$ cat config.mk
export PLATFORM = sky130hd
export DESIGN_NAME = fetch_stage_flat
export DESIGN_NICKNAME = d
export VERILOG_FILES = /design/src/rtl/fetch_stage_if.sv /design/src/rtl/fetch_stage.sv /design/src/flat_wrapper.sv
export SDC_FILE = /design/constraint.sdc
export NUM_CORES = 1
export LEC_CHECK = 0
export BUFFER_PORTS_ARGS = -buffer_cell sky130_fd_sc_hd__buf_2
export CAP_MARGIN = 20
export CORE_MARGIN = 4
export CORE_UTILIZATION = 40
export DETAILED_ROUTE_END_ITERATION = 8
export GPL_ROUTABILITY_DRIVEN = 0
export PLACE_DENSITY = 0.65
export SYNTH_ARGS = -nofsm -noshare
export SYNTH_HDL_FRONTEND = slang
export SYNTH_SLANG_ARGS = --single-unit
$ cat constraint.sdc
create_clock -name clk -period 2.5 [get_ports clk]
set_input_delay 0.375 -clock clk [delete_from_list [all_inputs] [get_ports clk]]
set_output_delay 0.375 -clock clk [all_outputs]
set_load 0.01 [all_outputs]
$ cat src/rtl/fetch_stage_if.sv
// Instruction-memory request/response bus between the fetch stage and imem.
// At most one request is outstanding; a response never arrives in the accept cycle.
interface fetch_stage_if;
    logic        imem_req;
    logic [31:0] imem_addr;
    logic        imem_ready;
    logic        imem_rvalid;
    logic [31:0] imem_rdata;

    modport master (
        output imem_req,
        output imem_addr,
        input  imem_ready,
        input  imem_rvalid,
        input  imem_rdata
    );

    modport slave (
        input  imem_req,
        input  imem_addr,
        output imem_ready,
        output imem_rvalid,
        output imem_rdata
    );
endinterface

$ cat src/rtl/fetch_stage.sv
// RV32I fetch stage: owns the PC, issues one imem request at a time and
// fills the IF/ID register, honouring decode stalls and branch redirects.
module fetch_stage #(
    parameter logic [31:0] RESET_PC  = 32'h0000_0000,
    parameter logic [31:0] NOP_INSTR = 32'h0000_0013
) (
    input  logic                 clk,
    input  logic                 rst,
    fetch_stage_if.master        imem,
    input  logic                 stall,
    input  logic                 redirect,
    input  logic [31:0]          redirect_pc,
    output logic                 id_valid,
    output logic [31:0]          id_pc,
    output logic [31:0]          id_pc_plus4,
    output logic [31:0]          id_instr,
    output logic [4:0]           id_opcode,
    output logic                 id_illegal
);

    localparam logic [1:0] ST_FETCH = 2'd0;
    localparam logic [1:0] ST_WAIT  = 2'd1;
    localparam logic [1:0] ST_HOLD  = 2'd2;

    localparam logic [4:0] NOP_OPCODE = NOP_INSTR[6:2];

    logic [1:0]  state_q, state_d;
    logic [31:0] pc_q, pc_d;
    logic [31:0] pc_inflight_q, pc_inflight_d;
    logic        drop_q, drop_d;
    logic [31:0] hold_buf_q, hold_buf_d;

    logic        id_valid_q, id_valid_d;
    logic [31:0] id_pc_q, id_pc_d;
    logic [31:0] id_instr_q, id_instr_d;
    logic [4:0]  id_opcode_q, id_opcode_d;

    logic        load;
    logic [31:0] load_instr;
    logic [31:0] redirect_target;

    assign redirect_target = redirect_pc & ~32'd3;

    always_comb begin
        state_d       = state_q;
        pc_d          = pc_q;
        pc_inflight_d = pc_inflight_q;
        drop_d        = drop_q;
        hold_buf_d    = hold_buf_q;
        load          = 1'b0;
        load_instr    = hold_buf_q;

        case (state_q)
            ST_FETCH: begin
                if (imem.imem_ready) begin
                    pc_inflight_d = pc_q;
                    state_d       = ST_WAIT;
                    // A request accepted alongside a redirect is already stale.
                    if (redirect) begin
                        drop_d = 1'b1;
                    end else begin
                        pc_d = pc_q + 32'd4;
                    end
                end
            end
            ST_WAIT: begin
                if (imem.imem_rvalid) begin
                    drop_d = 1'b0;
                    if (redirect || drop_q) begin
                        state_d = ST_FETCH;
                    end else if (stall) begin
                        hold_buf_d = imem.imem_rdata;
                        state_d    = ST_HOLD;
                    end else begin
                        load       = 1'b1;
                        load_instr = imem.imem_rdata;
                        state_d    = ST_FETCH;
                    end
                end else if (redirect) begin
                    drop_d = 1'b1;
                end
            end
            ST_HOLD: begin
                if (redirect) begin
                    hold_buf_d = NOP_INSTR;
                    state_d    = ST_FETCH;
                end else if (!stall) begin
                    load       = 1'b1;
                    load_instr = hold_buf_q;
                    state_d    = ST_FETCH;
                end
            end
            default: begin
                state_d = ST_FETCH;
                drop_d  = 1'b0;
            end
        endcase

        if (redirect) begin
            pc_d = redirect_target;
        end
    end

    // IF/ID register: redirect flushes, a load wins over stall, stall holds, else bubble.
    always_comb begin
        id_valid_d  = id_valid_q;
        id_pc_d     = id_pc_q;
        id_instr_d  = id_instr_q;
        id_opcode_d = id_opcode_q;

        if (redirect || (!load && !stall)) begin
            id_valid_d  = 1'b0;
            id_instr_d  = NOP_INSTR;
            id_opcode_d = NOP_OPCODE;
        end else if (load) begin
            id_valid_d  = 1'b1;
            id_pc_d     = pc_inflight_q;
            id_instr_d  = load_instr;
            id_opcode_d = load_instr[6:2];
        end
    end

    always_ff @(posedge clk) begin
        if (rst) begin
            state_q       <= ST_FETCH;
            pc_q          <= RESET_PC;
            pc_inflight_q <= RESET_PC;
            drop_q        <= 1'b0;
            hold_buf_q    <= NOP_INSTR;
            id_valid_q    <= 1'b0;
            id_pc_q       <= 32'd0;
            id_instr_q    <= NOP_INSTR;
            id_opcode_q   <= NOP_OPCODE;
        end else begin
            state_q       <= state_d;
            pc_q          <= pc_d;
            pc_inflight_q <= pc_inflight_d;
            drop_q        <= drop_d;
            hold_buf_q    <= hold_buf_d;
            id_valid_q    <= id_valid_d;
            id_pc_q       <= id_pc_d;
            id_instr_q    <= id_instr_d;
            id_opcode_q   <= id_opcode_d;
        end
    end

    assign imem.imem_req  = (state_q == ST_FETCH) && !rst;
    assign imem.imem_addr = pc_q;

    assign id_valid    = id_valid_q;
    assign id_pc       = id_pc_q;
    assign id_pc_plus4 = id_pc_q + 32'd4;
    assign id_instr    = id_instr_q;
    assign id_opcode   = id_opcode_q;
    assign id_illegal  = id_valid_q && (id_instr_q[1:0] != 2'b11);

endmodule

$ cat src/flat_wrapper.sv
// flat-port wrapper written by rule: the top's interface ports become plain ports
module fetch_stage_flat 
#(
    parameter logic [31:0] RESET_PC  = 32'h0000_0000,
    parameter logic [31:0] NOP_INSTR = 32'h0000_0013
)
  (clk, rst, stall, redirect, redirect_pc, id_valid, id_pc, id_pc_plus4, id_instr, id_opcode, id_illegal, imem_imem_req, imem_imem_addr, imem_imem_ready, imem_imem_rvalid, imem_imem_rdata);
  fetch_stage_if imem_i ();
  input  logic clk;
  input  logic rst;
  input  logic stall;
  input  logic redirect;
  input  logic [31:0] redirect_pc;
  output logic id_valid;
  output logic [31:0] id_pc;
  output logic [31:0] id_pc_plus4;
  output logic [31:0] id_instr;
  output logic [4:0] id_opcode;
  output logic id_illegal;
  output wire logic [$bits(imem_i.imem_req)-1:0] imem_imem_req;
  output wire logic [$bits(imem_i.imem_addr)-1:0] imem_imem_addr;
  input wire logic [$bits(imem_i.imem_ready)-1:0] imem_imem_ready;
  input wire logic [$bits(imem_i.imem_rvalid)-1:0] imem_imem_rvalid;
  input wire logic [$bits(imem_i.imem_rdata)-1:0] imem_imem_rdata;
  assign imem_imem_req = imem_i.imem_req;
  assign imem_imem_addr = imem_i.imem_addr;
  assign imem_i.imem_ready = imem_imem_ready;
  assign imem_i.imem_rvalid = imem_imem_rvalid;
  assign imem_i.imem_rdata = imem_imem_rdata;
  fetch_stage #(.RESET_PC(RESET_PC), .NOP_INSTR(NOP_INSTR)) u_core (.clk(clk), .rst(rst), .imem(imem_i), .stall(stall), .redirect(redirect), .redirect_pc(redirect_pc), .id_valid(id_valid), .id_pc(id_pc), .id_pc_plus4(id_pc_plus4), .id_instr(id_instr), .id_opcode(id_opcode), .id_illegal(id_illegal));
endmodule
# Word level (Yosys, flattened, before mapping)
# Cells that the tools add are included.
[word_totals]
elab_cells = 71
reg_bits = 169
input_bits = 70
output_inout_bits = 136
[classes]
muxes = 28
n_eq_ne = 9
bitwise_logic = 2
n_reduce_logical = 20
addsub = 2
[ops]
columns = ["cell", "n"]
rows = [
  ["2-to-1 mux 32 bit", 11],
  ["adder 32 x 3 -> 32 bit, second input constant", 2],
  ["one-hot mux 32 bit (2 select lines)", 1],
  ["2-to-1 mux 2 bit", 6],
  ["!= test 2 bit, second input constant", 6],
  ["AND reduction 2 bit", 4],
  ["2-to-1 mux 1 bit", 7],
  ["one-hot mux 2 bit (3 select lines)", 1],
  ["nonzero test 2 bit", 3],
  ["AND reduction 5 bit", 1],
  ["OR reduction 2 bit", 2],
  ["logical AND 1 bit", 3],
  ["logical NOT 1 bit", 3],
  ["!= test 3 bit, second input constant", 1],
  ["one-hot mux 1 bit (3 select lines)", 1],
  ["AND reduction 3 bit", 1],
  ["== test 2 x 1 -> 1 bit, second input constant", 1],
  ["== test 2 bit, second input constant", 1],
  ["logical NOT 2 bit", 1],
  ["logical OR 1 bit", 2],
  ["NOT 1 bit", 2],
  ["one-hot mux 1 bit (2 select lines)", 1],
]

# Longest topological paths before layout
# Gate-level depths: netlist (run 1).
[depth]
ltp_word = 9
depth_mapped = 10
mapped_depth_nobuf = 6

# Worst setup path before layout (run 1)
# OpenSTA, ideal clock, no wires.
[synth_timing]
path_type = "register to output"
startpoint = "reg u_core.id_pc_q[2] (netlist: u_core.id_pc[2])"
endpoint = "out id_pc_plus4[14]"
t_arrival_ps = 1637
required_ps = 2125
setup_slack_ps = 488
path_buffers = 1
stages_incl_launch_ff = 7
path_cell_list = "dfxtp_1 > ha_1 > and4_1 > clkbuf_1 > and3_1 > nand3_1 > xnor2_1"
[synth_between]
elab_chain_len = 1
[synth_rtl]
columns = ["element", "line", "source"]
rows = [
  ["start: declaration", "fetch_stage.sv:34", "logic [31:0] id_pc_q, id_pc_d;"],
  ["start signal: assignment", "fetch_stage.sv:141", "id_pc_q <= id_pc_d;"],
  ["adder 32 x 3 -> 32 bit", "fetch_stage.sv:152", "assign id_pc_plus4 = id_pc_q + 32'd4;"],
  ["end: declaration", "flat_wrapper.sv:16", "output logic [31:0] id_pc_plus4;"],
]
# No other way between the ends.

# Final worst setup path (run 1)
[layout_timing]
startpoint = "reg u_core.id_pc_q[12] (netlist: u_core.id_pc[12])"
endpoint = "out id_pc_plus4[31]"
# The elaborated chain is that of the path after synthesis.

==> results of run 1 <==
cells in the final DEF, fill, tap and decap left out, types with 6 or more instances in the layout:
| master | instances |
|---|---|
| clkbuf_16 | 17 |
| xor2_1 | 12 |
| xnor2_1 | 26 |
| nand2_1 | 181 |
| o21ai_0 | 10 |
| a21oi_1 | 64 |
| o31a_1 | 9 |
| dfxtp_1 | 158 |
| nand3_1 | 50 |
| mux2i_1 | 33 |
| inv_1 | 12 |
| buf_4 | 21 |
| and3_1 | 10 |
| and4_1 | 10 |
| a311oi_1 | 37 |
| buf_2 | 196 |
| nor2_1 | 94 |
| nor4_1 | 9 |
| and2_1 | 10 |
| nand4_1 | 18 |
| nor2b_1 | 32 |
| or3_1 | 7 |
| conb_1 | 6 |
| a211oi_1 | 9 |
kinds of logic after synthesis:
| kind of cell | Yosys count |
|---|---|
| adders and majority gates | 5 |
| buffers and inverters | 97 |
| DFF | 158 |
| other | 1 |
| AOI/OAI and AO/OA | 156 |
| muxes | 33 |
| and+or+nand+nor | 446 |
| xor gates and xnor gates | 38 |
area by class of cell:
class	instances	area, um^2
Inverter	13	48.8
Sequential cell	158	3160
Tap cell	229	287
Clock buffer	17	425
Clock inverter	15	186
Multi-Input combinational cell	684	3950
Fill cell	1779	8930
Timing Repair Buffer	221	1220
how the worst max path moves through the flow:
| stage | start | to | slack [ns] |
|---|---|---|---|
| after floorplan | u_core.id_pc[2] | id_pc_plus4[14] | 0.49 |
| after global placement | u_core.imem.imem_addr[6] | u_core.imem.imem_addr[29] | 0.40 |
| after detailed placement | u_core.imem.imem_addr[6] | u_core.imem.imem_addr[29] | 0.35 |
| after CTS | u_core.id_pc[12] | id_pc_plus4[31] | 0.05 |
| after global routing | u_core.id_pc[12] | id_pc_plus4[29] | 0.003 |
| final | u_core.id_pc[12] | id_pc_plus4[31] | 0.13 |
worst max-delay path, delay by kind of cell, from the launching register on:
kind	cells	cell delay, ns
flip-flops	1	0.45
XOR/XNOR	1	0.18
buffers and inverters	1	0.15
AND/OR/NAND/NOR	3	0.79
state kept, by name, indices dropped and copies added (netlist names):
signal	flops
u_core.drop_q	1
u_core.id_pc	30
u_core.id_instr	28
u_core.state_q	2
u_core.id_valid	1
u_core.imem.imem_addr	30
u_core.hold_buf_q	32
u_core.pc_inflight_q	30
u_core.id_opcode	4
metal layers:
metal	GRT usage (%)	up-vias	share of wire (%)	wire, um
li1	-	3555	-	-
met1	29.6	3251	49	10300
met2	28.5	196	44	9110
met3	3.91	16	5.7	1190
met4	5.06	0	1.2	250
met5	0	-	0	0
per-stage QoR:
| step | instances | hold WS, ns | setup WS, ns |
|---|---|---|---|
| floorplan | 939 | 0.432 | 0.488 |
| finish | 1337 | 0.211 | 0.135 |
| detailed placement | 1305 | 0.445 | 0.355 |
| global route | 1337 | 0.207 | 0.00294 |
| global placement | 1305 | 0.440 | 0.395 |
| CTS | 1337 | 0.195 | 0.0546 |
repair_timing:
| action | in CTS | in global routing |
|---|---|---|
| setup endpoints to repair | 11 | 13 |
| hold buffers | 0 | 0 |
| gates resized for setup | 1 | 2 |
power by group:
group / total (uW) / switching, uW / internal (uW) / leakage (uW)
Sequential: 2660 / 71.4 / 2590 / 0.00128
Combinational: 500 / 303 / 198 / 0.00214
Clock: 2670 / 1090 / 1590 / 0.000292
Total: 5830 / 1460 / 4370 / 0.00372
==> impl_metrics.env, run 1 <==
export IMPL_nets=1170
export IMPL_cts_setup_buffers=0
export IMPL_slew_viol_final=0
export IMPL_syn_inst=934
export IMPL_synth_seq_cells=158
export IMPL_ir_worst_vdd_mv=0.499
export IMPL_dp_hpwl_mm=14.6
export IMPL_worst_ep_required_time_ns=2.12
export IMPL_fmax_ghz=0.423
export IMPL_synth_edf_count=0
export IMPL_reg2reg_slack_ns=0.35
export IMPL_synth_top_family_by_area="simple AND/OR/NAND/NOR gates"
export IMPL_min_from="redirect_pc[22]"
export IMPL_reg2reg_to="u_core.imem.imem_addr[31]"
export IMPL_syn_cell_area_mm2=0.00749
export IMPL_power_density_mw_per_mm2=629
export IMPL_syn_to_final_growth_pct=23.8
export IMPL_tightest_slew_ns=0.742
export IMPL_synth_simple_area_share_pct=28.1
export IMPL_cts_reportedPaths_clkPinSlew_ns=0.07
export IMPL_ys_top_cells_by_count="181 x nand2_1, 158 x dfxtp_1, 95 x nor2_1"
export IMPL_clkLatencyLatePin_ns=0.42
export IMPL_synth_xor_area_share_pct=4.44
export IMPL_finalSetupViolations=0
export IMPL_min_path_type="in2reg"
export IMPL_cts_max_level=4
export IMPL_start_util_pct=41.1
export IMPL_rsz0062_at_grt="no"
export IMPL_yosysTopAreaCell="dfxtp_1"
export IMPL_cts_root_buf="clkbuf_16"
export IMPL_clock_skew_ns=0.0147
export IMPL_die_h_um=145
export IMPL_fin_util_pct=50.9
export IMPL_ys_async_sr_fraction_pct=0
export IMPL_whs_path_depth=3
export IMPL_via_count=7018
export IMPL_vias_per_cell=5.25
export IMPL_n_antenna_cell=0
export IMPL_crit_chain="and4_1, and4_4, nand4_1, xnor2_1, buf_2"
export IMPL_drive_gt1_share_pct=23.7
export IMPL_syn_avg_cell_area_um2=8.02
export IMPL_max_cap_viol_count=0
export IMPL_path_class="reg2out"
export IMPL_first_global_vias=6328
export IMPL_ys_warn_count=0
export IMPL_start_kind="flip-flop"
export IMPL_r2r_cells=4
export IMPL_totalPowerFinal_uw=5830
export IMPL_firstDrtPassIters=5
export IMPL_cts_tree="yes"
export IMPL_ys_seq_area_share_pct=42.2
export IMPL_antenna_found_initial=0
export IMPL_drt_drc_violations_left=0
export IMPL_cts_sinks=158
export IMPL_grt_max_degree=60
export IMPL_r2r_start="u_core.imem.imem_addr[6]"
export IMPL_cpPeakStageDelay_ns=0.45
export IMPL_finalCritPeriodShare_pct=94.6
export IMPL_std_cell_rows=49
export IMPL_ios=206
export IMPL_cts_buffers=17
export IMPL_die_area_mm2=0.0210
export IMPL_synth_area_leaders="dfxtp_1 42%, nand2_1 9.1%, nor2_1 4.8%"
export IMPL_cp_arrival_ns=1.99
export IMPL_cts_max_path_buffers=2
export IMPL_totalWireLength_mm=20.8
export IMPL_final_cell_area_mm2=0.00928
export IMPL_finalHoldViolCount=0
export IMPL_endpoint_kind="output port"
export IMPL_drtIter0Drc=492
export IMPL_die_w_um=145
export IMPL_core_area_mm2=0.0182
export IMPL_slowest_stage="dfxtp_1"
export IMPL_min_to="u_core.imem.imem_addr[22]"
export IMPL_leakagePower_uw=0.00372
export IMPL_ant_nets=0
export IMPL_grt_util_all_layers_pct=19.6
export IMPL_wl_per_cell_um=15.6
export IMPL_critPathMaxFanout=12
export IMPL_yosysUniqueCellTypes=51
export IMPL_port_buffer_count=197
export IMPL_grt_pass1_wl_mm=33.2
export IMPL_grt_overflow_total=0
export IMPL_synthMuxAreaShare_pct=4.41
export IMPL_synth_compound_area_share_pct=14.2
export IMPL_placed_area_mm2=0.00866
export IMPL_synth_most_common_cell="nand2_1"
export IMPL_finalSetupTns_ns=0
export IMPL_ys_flop_type="dfxtp_1"
export IMPL_status="finished, final reports clean"
export IMPL_synthAdderAreaFrac_pct=0.835
export IMPL_fin_crit_ns=2.37
export IMPL_relSlewSlack_pct=50.4
export IMPL_yosys_area_top_type_share_pct=42.2
Power figures use the tool's default switching activity.
==> inputs of run 2 (changes only) <==
CELL_PAD_IN_SITES_DETAIL_PLACEMENT = 1   (was unset)
CELL_PAD_IN_SITES_GLOBAL_PLACEMENT = 2   (was unset)
CORE_UTILIZATION = 30   (was 40)
GPL_ROUTABILITY_DRIVEN = unset   (was 0)
PLACE_DENSITY = 0.81   (was 0.65)
==> run 2 against run 1 <==
Effect of this change: via count grew 1.0%; first-iteration DRC count shrank 26%; combinational power grew 4.4%; routed wire length grew 17%; design area grew 2.0%; clock skew shrank 0.0048 ns; count of clock-buffer cells in the layout grew 4; sequential cell count is the same; sequential power is essentially flat; sequential share of layout area shrank 0.67 points; power grew 0.78%; critical path depth grew 1; largest power group unchanged.
==> impl_metrics.env, run 2 (synthesis results as in run 1) <==
export IMPL_status="finished, final reports clean"
export IMPL_cts_max_path_buffers=2
export IMPL_cpPeakStageDelay_ns=0.42
export IMPL_core_area_mm2=0.0245
export IMPL_relSlewSlack_pct=62.4
export IMPL_place_gp_congestion=0.804
export IMPL_crit_chain="ha_1, and4_1, and3_1, nand3_1, xnor2_1, buf_2"
export IMPL_fmax_ghz=0.427
export IMPL_layout_commonest_cell="buf_2"
export IMPL_dp_hpwl_mm=17.4
export IMPL_wl_met3_um=885
export IMPL_critPathLaunch="u_core.id_pc[2]"
export IMPL_totalWireLength_mm=24.3
export IMPL_fin_crit_ns=2.34
export IMPL_clkPwrFrac_pct=45.9
export IMPL_via_count=7088
export IMPL_cts_setup_buffers=0
export IMPL_p_comb_share_pct=8.9
export IMPL_die_area_mm2=0.0276
export IMPL_r2r_start="u_core.imem.imem_addr[4]"
export IMPL_r2r_cells=4
export IMPL_wl_per_cell_um=16.9
export IMPL_wl_met1_mm=12.3
export IMPL_dpl_worst_slack_ns=0.187
export IMPL_final_cell_mix="196 x buf_2, 181 x nand2_1, 157 x dfxtp_1, 94 x nor2_1, 64 x a21oi_1"
export IMPL_finalSetupViolations=0
export IMPL_cts_max_level=4
export IMPL_critical_path_top_delay_family="simple AND/OR/NAND/NOR gates"
export IMPL_min_to="u_core.imem.imem_addr[14]"
export IMPL_reg2reg_to="u_core.imem.imem_addr[22]"
export IMPL_wl_met2_mm=10.8
export IMPL_reg2reg_slack_ns=0.20
export IMPL_top_layer_used="met5"
export IMPL_antenna_found_initial=3
export IMPL_finalSetupTns_ns=0
export IMPL_std_cell_rows=57
export IMPL_grt_util_all_layers_pct=17.3
export IMPL_drive_gt1_share_pct=24.3
export IMPL_cts_tree="yes"
export IMPL_ant_nets=0
export IMPL_whs_path_depth=3
export IMPL_rsz0062_at_grt="no"
export IMPL_max_cap_viol_count=0
export IMPL_drt_drc_violations_left=0
export IMPL_die_h_um=166
export IMPL_fin_ws_ns=0.156
export IMPL_start_kind="flip-flop"
export IMPL_switching_share_pct=24.6
export IMPL_slew_viol_final=0
export IMPL_cts_buffers=17
export IMPL_worst_ep_required_time_ns=2.12
export IMPL_clkLatencyLatePin_ns=0.42
export IMPL_first_global_vias=7260
export IMPL_syn_to_final_growth_pct=26.4
export IMPL_p_int_uw=4430
export IMPL_min_from="redirect_pc[14]"
export IMPL_top_register="u_core.hold_buf_q"
export IMPL_start_util_pct=30.6
export IMPL_crit_buf_inv=1
export IMPL_firstDrtPassIters=4
export IMPL_power_share_sequential_pct=45.3
export IMPL_slowest_stage="dfxtp_1"
export IMPL_ir_worst_vdd_mv=0.358
export IMPL_vias_per_cell=4.92
export IMPL_tightest_slew_ns=0.562
export IMPL_finalHoldViolCount=0
export IMPL_p_switching_uw=1450
export IMPL_cts_sinks=158
export IMPL_cts_root_buf="clkbuf_16"
export IMPL_ios=206
export IMPL_path_class="reg2out"
export IMPL_finalCritPeriodShare_pct=93.8
export IMPL_die_w_um=166
export IMPL_cp_arrival_ns=1.97
export IMPL_port_buffer_count=197
export IMPL_endpoint_kind="output port"
export IMPL_power_density_mw_per_mm2=621
export IMPL_min_path_type="in2reg"
export IMPL_grt_pass1_wl_mm=39.9
export IMPL_cts_reportedPaths_clkPinSlew_ns=0.07
export IMPL_grt_max_degree=105
export IMPL_largest_reg_flops=32
export IMPL_grt_overflow_total=0
export IMPL_drtIter0Drc=363
export IMPL_critPathMaxFanout=5
export IMPL_clock_skew_ns=0.00991
export IMPL_nets=1177
export IMPL_leakagePower_uw=0.00376
-- run 2: cell count changes in the layout (fill, tap and decap cells not counted), sizes merged --
cell	change
inv	-3
diode	+2
buf	+7
clkbuf	+4
clkinvlp	-2
clkinv	+1
-- run 2: power groups by stage --
stage	Combinational (uW)	Sequential, uW	Clock (uW)
global route	580	2670	2890
floorplan	296	2710	0
CTS	528	2660	2790
finish	522	2660	2700
detailed placement	526	2720	0
global placement	514	2710	0
-- run 2: worst reg2reg max path, cell delays in order, from the launching register on --
cell	delay, ns
dfxtp_1	0.48
and4_1	0.43
nand4_2	0.39
o31a_1	0.40
a2111oi_0	0.45
-- run 2: worst max-delay path by stage --
| stage | to | slack [ns] | depth (start not counted) |
|---|---|---|---|
| 6_report | id_pc_plus4[14] | 0.16 | 6 |
| 5_1_grt | id_pc_plus4[14] | 0.007 | 6 |
| 4_1_cts | id_pc_plus4[31] | 0.03 | 5 |
| 3_5_place_dp | u_core.imem.imem_addr[22] | 0.19 | 4 |
| 3_3_place_gp | u_core.imem.imem_addr[22] | 0.36 | 4 |
| 2_1_floorplan | id_pc_plus4[14] | 0.49 | 6 |
-- run 2: per-layer routing --
layer	vias to the layer above	global-route usage [%]
met5	-	0
met4	2	4.56
met3	16	3.62
met2	139	26.9
met1	3365	24.6
li1	3566	-
-- run 2: metrics by stage --
| stage | instances | hold WS (ns) | area [um^2] | total power, uW | utilization, % |
|---|---|---|---|---|---|
| after CTS | 1439 | 0.207 | 9450 | 5980 | 38.6 |
| after detailed placement | 1407 | 0.447 | 8830 | 3240 | 36.1 |
| after global placement | 1407 | 0.443 | 8830 | 3230 | 36.1 |
| after floorplan | 939 | 0.432 | 7510 | 3010 | - |
| after global routing | 1441 | 0.226 | 9470 | 6150 | 38.7 |
| final | 1441 | 0.233 | 9470 | 5880 | 38.7 |
-- run 2: timing repair --
| item | CTS | global route |
|---|---|---|
| gates resized for setup | 1 | 5 |
| hold buffers | 0 | 0 |
| pin swaps | 0 | 0 |
| endpoints found under the hold margin | 0 | 0 |
| cloned | 0 | 0 |
| setup endpoints to repair | 12 | 13 |
-- run 2: cell type report --
class | instances | area [um^2]
fill | 3033 | 15000
multi-input combinational | 684 | 3950
sequential | 158 | 3160
timing repair buffer | 228 | 1270
clock buffer | 21 | 460
tap | 324 | 405
clock inverter | 11 | 159
inverter | 13 | 48.8
antenna | 2 | 5.00
